## src/rtl/skewed_tag_store_if.sv

```systemverilog
// Request/response bundle for the skewed tag store.
// Latency: none, wires only.
// Backpressure: insert_ready_o gates inserts; lookups are never back-pressured.
interface skewed_tag_store_if #(
  parameter int WIDTH       = 64,
  parameter int TAG_WIDTH   = 12,
  parameter int INDEX_WIDTH = 6,
  parameter int BW          = 1
);
  logic                   lookup_valid_i;
  logic [WIDTH-1:0]       lookup_addr_i;
  logic                   lookup_valid_o;
  logic                   lookup_hit_o;
  logic [BW-1:0]          lookup_bank_o;
  logic                   insert_valid_i;
  logic [WIDTH-1:0]       insert_addr_i;
  logic                   insert_ready_o;
  logic                   evict_valid_o;
  logic [TAG_WIDTH-1:0]   evict_tag_o;
  logic [BW-1:0]          evict_bank_o;
  logic [INDEX_WIDTH-1:0] evict_index_o;
  logic                   flush_i;
  logic                   busy_o;

  // Requester side: drives lookups, inserts and flushes.
  modport master (
    output lookup_valid_i, lookup_addr_i, insert_valid_i, insert_addr_i, flush_i,
    input  lookup_valid_o, lookup_hit_o, lookup_bank_o, insert_ready_o,
    input  evict_valid_o, evict_tag_o, evict_bank_o, evict_index_o, busy_o
  );

  // Store side.
  modport slave (
    input  lookup_valid_i, lookup_addr_i, insert_valid_i, insert_addr_i, flush_i,
    output lookup_valid_o, lookup_hit_o, lookup_bank_o, insert_ready_o,
    output evict_valid_o, evict_tag_o, evict_bank_o, evict_index_o, busy_o
  );
endinterface

```

## src/rtl/skewed_tag_store.sv

```systemverilog
// Skewed-associative tag store: each bank hashes the address with its own XOR skew.
// Latency: lookup result and eviction report one cycle after the request edge.
// Backpressure: insert_ready_o drops while a flush sweep runs or is being requested.
module skewed_tag_store #(
  parameter  int WIDTH       = 64,
  parameter  int TAG_WIDTH   = 12,
  parameter  int INDEX_WIDTH = 6,
  parameter  int NUM_BANKS   = 2,
  localparam int BW          = (NUM_BANKS > 1) ? $clog2(NUM_BANKS) : 1,
  localparam int SIZE        = 1 << INDEX_WIDTH
) (
  input  logic              clk,
  input  logic              rst_n,
  skewed_tag_store_if.slave bus
);

  typedef enum logic {IDLE, FLUSH} state_t;

  localparam logic [INDEX_WIDTH:0] SWEEP_ONE  = (INDEX_WIDTH+1)'(1);
  localparam logic [INDEX_WIDTH:0] SWEEP_LAST = (INDEX_WIDTH+1)'(SIZE - 1);
  localparam logic [BW-1:0]        RR_ONE     = BW'(1);
  localparam logic [BW-1:0]        RR_LAST    = BW'(NUM_BANKS - 1);

  state_t state_q, state_d;
  // One bit wider than the index so the final sweep value never aliases 0.
  logic [INDEX_WIDTH:0]   sweep_q;
  logic [BW-1:0]          rr_q;
  logic [TAG_WIDTH-1:0]   tag_mem [NUM_BANKS][SIZE];
  logic [SIZE-1:0]        vld_q   [NUM_BANKS];

  logic [TAG_WIDTH-1:0]   lk_tag;
  logic [TAG_WIDTH-1:0]   in_tag;
  logic [INDEX_WIDTH-1:0] lk_idx  [NUM_BANKS];
  logic [INDEX_WIDTH-1:0] in_idx  [NUM_BANKS];
  logic                   lk_hit;
  logic [BW-1:0]          lk_bank;
  logic                   in_present;
  logic                   in_has_free;
  logic [BW-1:0]          in_free_bank;
  logic                   ins_fire;
  logic                   wr_en;
  logic                   evict;
  logic [BW-1:0]          wr_bank;
  logic [INDEX_WIDTH-1:0] wr_idx;
  logic [TAG_WIDTH-1:0]   victim_tag;
  logic                   lk_report;

  // Bank b skews the low index bits with the address shifted by INDEX_WIDTH*2^b.
  function automatic logic [INDEX_WIDTH-1:0] bank_index(input logic [WIDTH-1:0] addr,
                                                        input int b);
    logic [WIDTH-1:0] sh;
    sh = addr >> (INDEX_WIDTH << b);
    return addr[INDEX_WIDTH-1:0] ^ sh[INDEX_WIDTH-1:0];
  endfunction

  assign lk_tag = bus.lookup_addr_i[INDEX_WIDTH +: TAG_WIDTH];
  assign in_tag = bus.insert_addr_i[INDEX_WIDTH +: TAG_WIDTH];

  for (genvar g = 0; g < NUM_BANKS; g++) begin : g_idx
    assign lk_idx[g] = bank_index(bus.lookup_addr_i, g);
    assign in_idx[g] = bank_index(bus.insert_addr_i, g);
  end

  // Lookup match: scan high to low so the lowest matching bank wins.
  always_comb begin
    lk_hit  = 1'b0;
    lk_bank = '0;
    for (int b = NUM_BANKS - 1; b >= 0; b--) begin
      if (vld_q[b][lk_idx[b]] && (tag_mem[b][lk_idx[b]] == lk_tag)) begin
        lk_hit  = 1'b1;
        lk_bank = BW'(b);
      end
    end
  end

  // Insert placement: detect an existing copy and find the lowest free bank.
  always_comb begin
    in_present   = 1'b0;
    in_has_free  = 1'b0;
    in_free_bank = '0;
    for (int b = NUM_BANKS - 1; b >= 0; b--) begin
      if (vld_q[b][in_idx[b]] && (tag_mem[b][in_idx[b]] == in_tag)) begin
        in_present = 1'b1;
      end
      if (!vld_q[b][in_idx[b]]) begin
        in_has_free  = 1'b1;
        in_free_bank = BW'(b);
      end
    end
  end

  assign bus.insert_ready_o = (state_q == IDLE) && !bus.flush_i;
  assign bus.busy_o         = (state_q == FLUSH);

  assign ins_fire   = bus.insert_valid_i && bus.insert_ready_o;
  assign wr_en      = ins_fire && !in_present;
  assign evict      = wr_en && !in_has_free;
  assign wr_bank    = in_has_free ? in_free_bank : rr_q;
  assign wr_idx     = in_idx[wr_bank];
  assign victim_tag = tag_mem[rr_q][in_idx[rr_q]];
  // Nothing can hit while the sweep is tearing the arrays down.
  assign lk_report  = bus.lookup_valid_i && (state_q == IDLE) && lk_hit;

  // Flush FSM next state: a sweep runs to its last index and cannot be re-triggered.
  always_comb begin
    state_d = state_q;
    case (state_q)
      IDLE:    if (bus.flush_i) state_d = FLUSH;
      FLUSH:   if (sweep_q == SWEEP_LAST) state_d = IDLE;
      default: state_d = IDLE;
    endcase
  end

  // FSM state and sweep counter.
  always_ff @(posedge clk) begin
    if (!rst_n) begin
      state_q <= IDLE;
      sweep_q <= '0;
    end else begin
      state_q <= state_d;
      if (state_q == FLUSH) begin
        sweep_q <= (state_d == IDLE) ? '0 : sweep_q + SWEEP_ONE;
      end
    end
  end

  // Valid bits: reset clears all, sweep clears one index per cycle, insert sets one.
  always_ff @(posedge clk) begin
    if (!rst_n) begin
      for (int b = 0; b < NUM_BANKS; b++) vld_q[b] <= '0;
    end else if (state_q == FLUSH) begin
      for (int b = 0; b < NUM_BANKS; b++) vld_q[b][sweep_q[INDEX_WIDTH-1:0]] <= 1'b0;
    end else if (wr_en) begin
      vld_q[wr_bank][wr_idx] <= 1'b1;
    end
  end

  // Tag array write; tags are meaningless until their valid bit is set.
  always_ff @(posedge clk) begin
    if (wr_en) tag_mem[wr_bank][wr_idx] <= in_tag;
  end

  // Registered lookup result, eviction report and round-robin victim pointer.
  always_ff @(posedge clk) begin
    if (!rst_n) begin
      bus.lookup_valid_o <= 1'b0;
      bus.lookup_hit_o   <= 1'b0;
      bus.lookup_bank_o  <= '0;
      bus.evict_valid_o  <= 1'b0;
      bus.evict_tag_o    <= '0;
      bus.evict_bank_o   <= '0;
      bus.evict_index_o  <= '0;
      rr_q               <= '0;
    end else begin
      bus.lookup_valid_o <= bus.lookup_valid_i;
      bus.lookup_hit_o   <= lk_report;
      bus.lookup_bank_o  <= lk_report ? lk_bank : '0;
      bus.evict_valid_o  <= evict;
      if (evict) begin
        bus.evict_tag_o   <= victim_tag;
        bus.evict_bank_o  <= rr_q;
        bus.evict_index_o <= in_idx[rr_q];
        rr_q              <= (rr_q == RR_LAST) ? '0 : rr_q + RR_ONE;
      end
    end
  end

endmodule

```

## src/flat_wrapper.sv

```systemverilog
// flat-port wrapper written by rule: the top's interface ports become plain ports
module skewed_tag_store_flat 
#(
  parameter  int WIDTH       = 64,
  parameter  int TAG_WIDTH   = 12,
  parameter  int INDEX_WIDTH = 6,
  parameter  int NUM_BANKS   = 2,
  localparam int BW          = (NUM_BANKS > 1) ? $clog2(NUM_BANKS) : 1,
  localparam int SIZE        = 1 << INDEX_WIDTH
)
  (clk, rst_n, bus_lookup_valid_i, bus_lookup_addr_i, bus_insert_valid_i, bus_insert_addr_i, bus_flush_i, bus_lookup_valid_o, bus_lookup_hit_o, bus_lookup_bank_o, bus_insert_ready_o, bus_evict_valid_o, bus_evict_tag_o, bus_evict_bank_o, bus_evict_index_o, bus_busy_o);
  skewed_tag_store_if #(.WIDTH(WIDTH), .TAG_WIDTH(TAG_WIDTH), .INDEX_WIDTH(INDEX_WIDTH), .BW(BW)) bus_i ();
  input  logic clk;
  input  logic rst_n;
  input wire logic [$bits(bus_i.lookup_valid_i)-1:0] bus_lookup_valid_i;
  input wire logic [$bits(bus_i.lookup_addr_i)-1:0] bus_lookup_addr_i;
  input wire logic [$bits(bus_i.insert_valid_i)-1:0] bus_insert_valid_i;
  input wire logic [$bits(bus_i.insert_addr_i)-1:0] bus_insert_addr_i;
  input wire logic [$bits(bus_i.flush_i)-1:0] bus_flush_i;
  output wire logic [$bits(bus_i.lookup_valid_o)-1:0] bus_lookup_valid_o;
  output wire logic [$bits(bus_i.lookup_hit_o)-1:0] bus_lookup_hit_o;
  output wire logic [$bits(bus_i.lookup_bank_o)-1:0] bus_lookup_bank_o;
  output wire logic [$bits(bus_i.insert_ready_o)-1:0] bus_insert_ready_o;
  output wire logic [$bits(bus_i.evict_valid_o)-1:0] bus_evict_valid_o;
  output wire logic [$bits(bus_i.evict_tag_o)-1:0] bus_evict_tag_o;
  output wire logic [$bits(bus_i.evict_bank_o)-1:0] bus_evict_bank_o;
  output wire logic [$bits(bus_i.evict_index_o)-1:0] bus_evict_index_o;
  output wire logic [$bits(bus_i.busy_o)-1:0] bus_busy_o;
  assign bus_i.lookup_valid_i = bus_lookup_valid_i;
  assign bus_i.lookup_addr_i = bus_lookup_addr_i;
  assign bus_i.insert_valid_i = bus_insert_valid_i;
  assign bus_i.insert_addr_i = bus_insert_addr_i;
  assign bus_i.flush_i = bus_flush_i;
  assign bus_lookup_valid_o = bus_i.lookup_valid_o;
  assign bus_lookup_hit_o = bus_i.lookup_hit_o;
  assign bus_lookup_bank_o = bus_i.lookup_bank_o;
  assign bus_insert_ready_o = bus_i.insert_ready_o;
  assign bus_evict_valid_o = bus_i.evict_valid_o;
  assign bus_evict_tag_o = bus_i.evict_tag_o;
  assign bus_evict_bank_o = bus_i.evict_bank_o;
  assign bus_evict_index_o = bus_i.evict_index_o;
  assign bus_busy_o = bus_i.busy_o;
  skewed_tag_store #(.WIDTH(WIDTH), .TAG_WIDTH(TAG_WIDTH), .INDEX_WIDTH(INDEX_WIDTH), .NUM_BANKS(NUM_BANKS)) u_core (.clk(clk), .rst_n(rst_n), .bus(bus_i));
endmodule
```

## config.mk

```make
export PLATFORM = sky130hd
export DESIGN_NAME = skewed_tag_store_flat
export DESIGN_NICKNAME = d
export VERILOG_FILES = /design/src/rtl/skewed_tag_store_if.sv /design/src/rtl/skewed_tag_store.sv /design/src/flat_wrapper.sv
export SDC_FILE = /design/constraint.sdc
export NUM_CORES = 2
export LEC_CHECK = 0
export CAP_MARGIN = 20
export CORE_AREA = 2 2 574 576
export DETAILED_ROUTE_END_ITERATION = 6
export DIE_AREA = 0 0 576 578
export PLACE_DENSITY_LB_ADDON = 0.25
export REMOVE_ABC_BUFFERS = 1
export SLEW_MARGIN = 0
export SYNTH_ARGS = -nofsm -noshare
export SYNTH_HDL_FRONTEND = slang
export SYNTH_SLANG_ARGS = --single-unit
```

## constraint.sdc

```tcl
create_clock -name clk -period 7.79 [get_ports clk]
set_input_delay 1.558 -clock clk [delete_from_list [all_inputs] [get_ports clk]]
set_output_delay 1.558 -clock clk [all_outputs]
set_load 0.01 [all_outputs]
```

==> key figures <==
GRT
  • Vias in the first global route: 66317
  • GRT Overall Usage: 28.5%
  • Grt ovf: 0
  • Pin count of the biggest net entering global routing: 137
  • Initial antenna violation count: 42
  • First-pass GRT wire length: 636 mm

Final layout
  • Fin nets: 6556
  • Share of layout cells above drive strength 1: 37.9%
  • Finished Layout Cells: 10945
  • Fin area: 114000 um2
  • Area delta synth->final: 20.7%

Critical path
  • Worst EP arrival: 7.48 ns
  • Crit Path Max Fanout: 21
  • Element type at the critical path end: flop
  • Worst r2r src: u_core.tag_mem[0][439]$_DFFE_PP_
  • Data required, critical path: 8.27 ns
  • Crit path from: bus_insert_addr_i[0]
  • Crit Path Category: in -> reg
  • Critical Path Start Type: input port

Clock network
  • CTS tree: yes
  • Clk sink count: 1697
  • Clk_lat worst skew: 0.92 ns
  • Root buffer cell: clkbuf_16
  • Postcts setup bufs: 0
  • Clock-pin transition on the worst setup and hold timing paths: 0.06 ns
  • Max clock buf depth: 4
  • H-tree depth: 4
  • Total CTS buffers: 196
  • CTS Hold Buffers Added: 0
  • # resized after CTS: 0

Pwr
  • Clk pwr share: 37.0%
  • Leak: 35.8 nW
  • Sw Ratio: 31.7%
  • PwrDens: 222 nW/um2
  • Pint: 0.0173 W
  • P_sw: 0.00801 W
  • Logic pwr share: 23.6%
  • Max VDD drop: 0.000203 V
  • Seq pwr share: 39.4%

Synth
  • Avg Cell Area, Syn: 15.8 um2
  • Number of synthesized flops with an enable pin: 1536
  • Ys async rst share: 0%
  • Top-count cell post-synth: edfxtp_1
  • Top cells by count, synth: 1536 x edfxtp_1, 1263 x mux4_2, 751 x nand2_1
  • XOR/XNOR Fraction of Synth Area: 1.14%
  • Post-synth top area share: 48.9%
  • Mapped Area: 94300 um2
  • Sequential share of the synthesized area: 52.3%
  • Top post-synthesis cells by area: edfxtp_1 49%, mux4_2 30%, dfxtp_1 3.4%
  • Synth cell types: 87
  • Largest family of logic cells by synthesized area: multiplexers
  • Ys Warns: 0
  • Compound-Gate Fraction of Synth Area: 5.40%
  • Post-synthesis simple-gate area fraction: 7.04%
  • Flops & latches, synth: 1697
  • Ys flop type: edfxtp_1
  • Synth area leader: edfxtp_1
  • Synth Instances: 5957
  • Adder-cell share of the synthesized area: 0.0133%
  • Multiplexer share of the synthesized area: 31.2%

STA
  • Setup violators final: 0
  • Relative slew slack: 16.2%
  • Hold Vio Cnt, Final: 0
  • RSZ-0062 raised after global routing: false
  • Post-route clock skew: 0.0646 ns
  • Least-Margin Pin Slew: 1.26 ns
  • Slew Viols, Final: 0
  • Min cycle time layout: 7.00 ns
  • F_max: 143 MHz
  • Final worst-path cycle share: 89.8%
  • PnR worst setup slack: 0.792 ns
  • Hold_ws: 0.459 ns
  • Setup TNS: 0 ns

Floorplan
  • Die Y: 578 um
  • Core area: 326000 um2
  • Die area: 333000 um2
  • Ports: 158
  • Die Wd: 576 um
  • # rows: 210
  • Initial Utilization: 28.9%

Place
  • Final estimated routing congestion in global placement: 1.02
  • Placed inst area: 107000 um2
  • Cells after DPL: 10566
  • Worst slack at placement: 0.0951 ns
  • DP HPWL: 347 mm
  • I/O Buffers: 65

Detailed routing
  • Routed WL per cell: 44.2 um
  • Antenna Violating Nets Remaining: 0
  • DR pass1 iterations: 6
  • Initial DRC count: 12047
  • Vias: 70629
  • WL final: 484 mm
  • Post-route DRC violation count: 0
  • Via density: 6.45

Worst hold path
  • Hold Startpoint: u_core.bus.evict_index_o[0]$_SDFFE_PN0P_
  • Worst hold path type: reg -> reg

Flow run
  • Maxcap violations: 0

Run status
  • Status: completed
-- sequential cells by signal, indices dropped and copies added (netlist names), named ones only --
| name | flops |
|---|---|
| u_core.tag_mem | 1536 |
| u_core.vld_q | 128 |
| u_core.bus.evict_tag_o | 12 |
| u_core.sweep_q | 7 |
| u_core.bus.evict_index_o | 6 |
| u_core.bus.busy_o | 1 |
| u_core.bus.evict_bank_o | 1 |
| u_core.bus.evict_valid_o | 1 |
| u_core.bus.lookup_bank_o | 1 |
| u_core.bus.lookup_hit_o | 1 |
| u_core.bus.lookup_valid_o | 1 |
| u_core.rr_q | 1 |
-- layout by cell type, fill, tap and decap left out, types with 19 or more instances in the layout --
cell type,synthesis,routed
xor2_1,61,46
o31ai_1,120,120
nand2_1,751,749
nand4_1,58,58
edfxtp_1,1536,1536
buf_4,55,501
o211ai_1,83,83
a32oi_1,25,25
nor3_1,127,32
clkinv_2,0,32
clkdlybuf4s50_1,0,52
nor4_1,19,19
a21oi_1,132,132
nor2_1,210,193
xor2_4,4,20
diode_2,0,22
nand3_1,198,198
buf_12,0,244
nor3_2,1,93
dfxtp_1,161,160
mux2i_1,89,89
clkbuf_16,0,199
o22ai_1,34,34
a22oi_1,48,48
a31oi_1,71,71
o21ai_0,43,43
inv_1,24,24
mux4_2,1263,1263
clkinv_1,0,31
xnor2_1,42,27
clkbuf_1,278,33
and2_1,59,59
a211oi_1,48,48
-- path summary, 6_finish.rpt --
kind                                                                  to  slack, ns  cells after the start
worst min-delay path            u_core.bus.evict_index_o[0]$_SDFFE_PN0P_       0.46                      2
worst max-delay path                    u_core.tag_mem[1][111]$_DFFE_PP_       0.79                     18
worst max register to register          u_core.tag_mem[1][111]$_DFFE_PP_       2.54                     15
worst min register to register  u_core.bus.evict_index_o[0]$_SDFFE_PN0P_       0.46                      2
-- worst max-delay path, stage by stage --
cell and delay (ns):
clkdlybuf4s50_1 0.89, xor2_4 0.32, buf_12 0.25, mux4_2 0.64
a32oi_1 0.49, buf_4 0.23, nand3_1 0.07, buf_4 0.16
nor2_1 0.44, buf_4 0.26, o211ai_1 0.09, o2111ai_1 0.30
nor4_4 0.14, nand2_2 0.14, nand3_4 0.12, buf_12 0.23
buf_12 0.15, nor3_4 0.95
-- logic make-up after synthesis --
logic type / Yosys count
simple gates: 1497
compound gates: 730
xor+xnor: 111
fa+ha+maj: 1
mux: 1360
buf+inv: 561
flops: 1697
-- cell type report --
class                   count  area (um2)
clock buffers             243        5260
clock inverters           110        1040
diodes                     22        55.1
well taps                4346        5440
fillers                 31125      212000
flip-flops and latches   1697       49400
inverters                  25        93.8
multi-input cells        3699       43400
repair buffers            803        9290
-- power groups by stage --
stage	sequential, W	combinational [W]	clock, W
3_3_place_gp	0.0102	0.00572	0
5_1_grt	0.00996	0.00592	0.00976
2_1_floorplan	0.0102	0.00370	0
4_1_cts	0.00996	0.00575	0.00945
6_report	0.00996	0.00595	0.00936
3_5_place_dp	0.0102	0.00573	0
-- through the flow --
stage	util (%)	power [W]
2_1_floorplan	-	0.0139
6_report	34.9	0.0253
3_5_place_dp	32.9	0.0159
4_1_cts	34.9	0.0251
3_3_place_gp	32.9	0.0159
5_1_grt	34.9	0.0256
-- metal layers --
layer	vias to the layer above	share of wire [%]	track usage (%)
li1	25916	-	-
met1	38041	38	37.1
met2	5663	43	41.7
met3	987	12	8.62
met4	22	7.2	17.2
met5	-	0.055	0.298
Power figures use the tool's default switching activity.
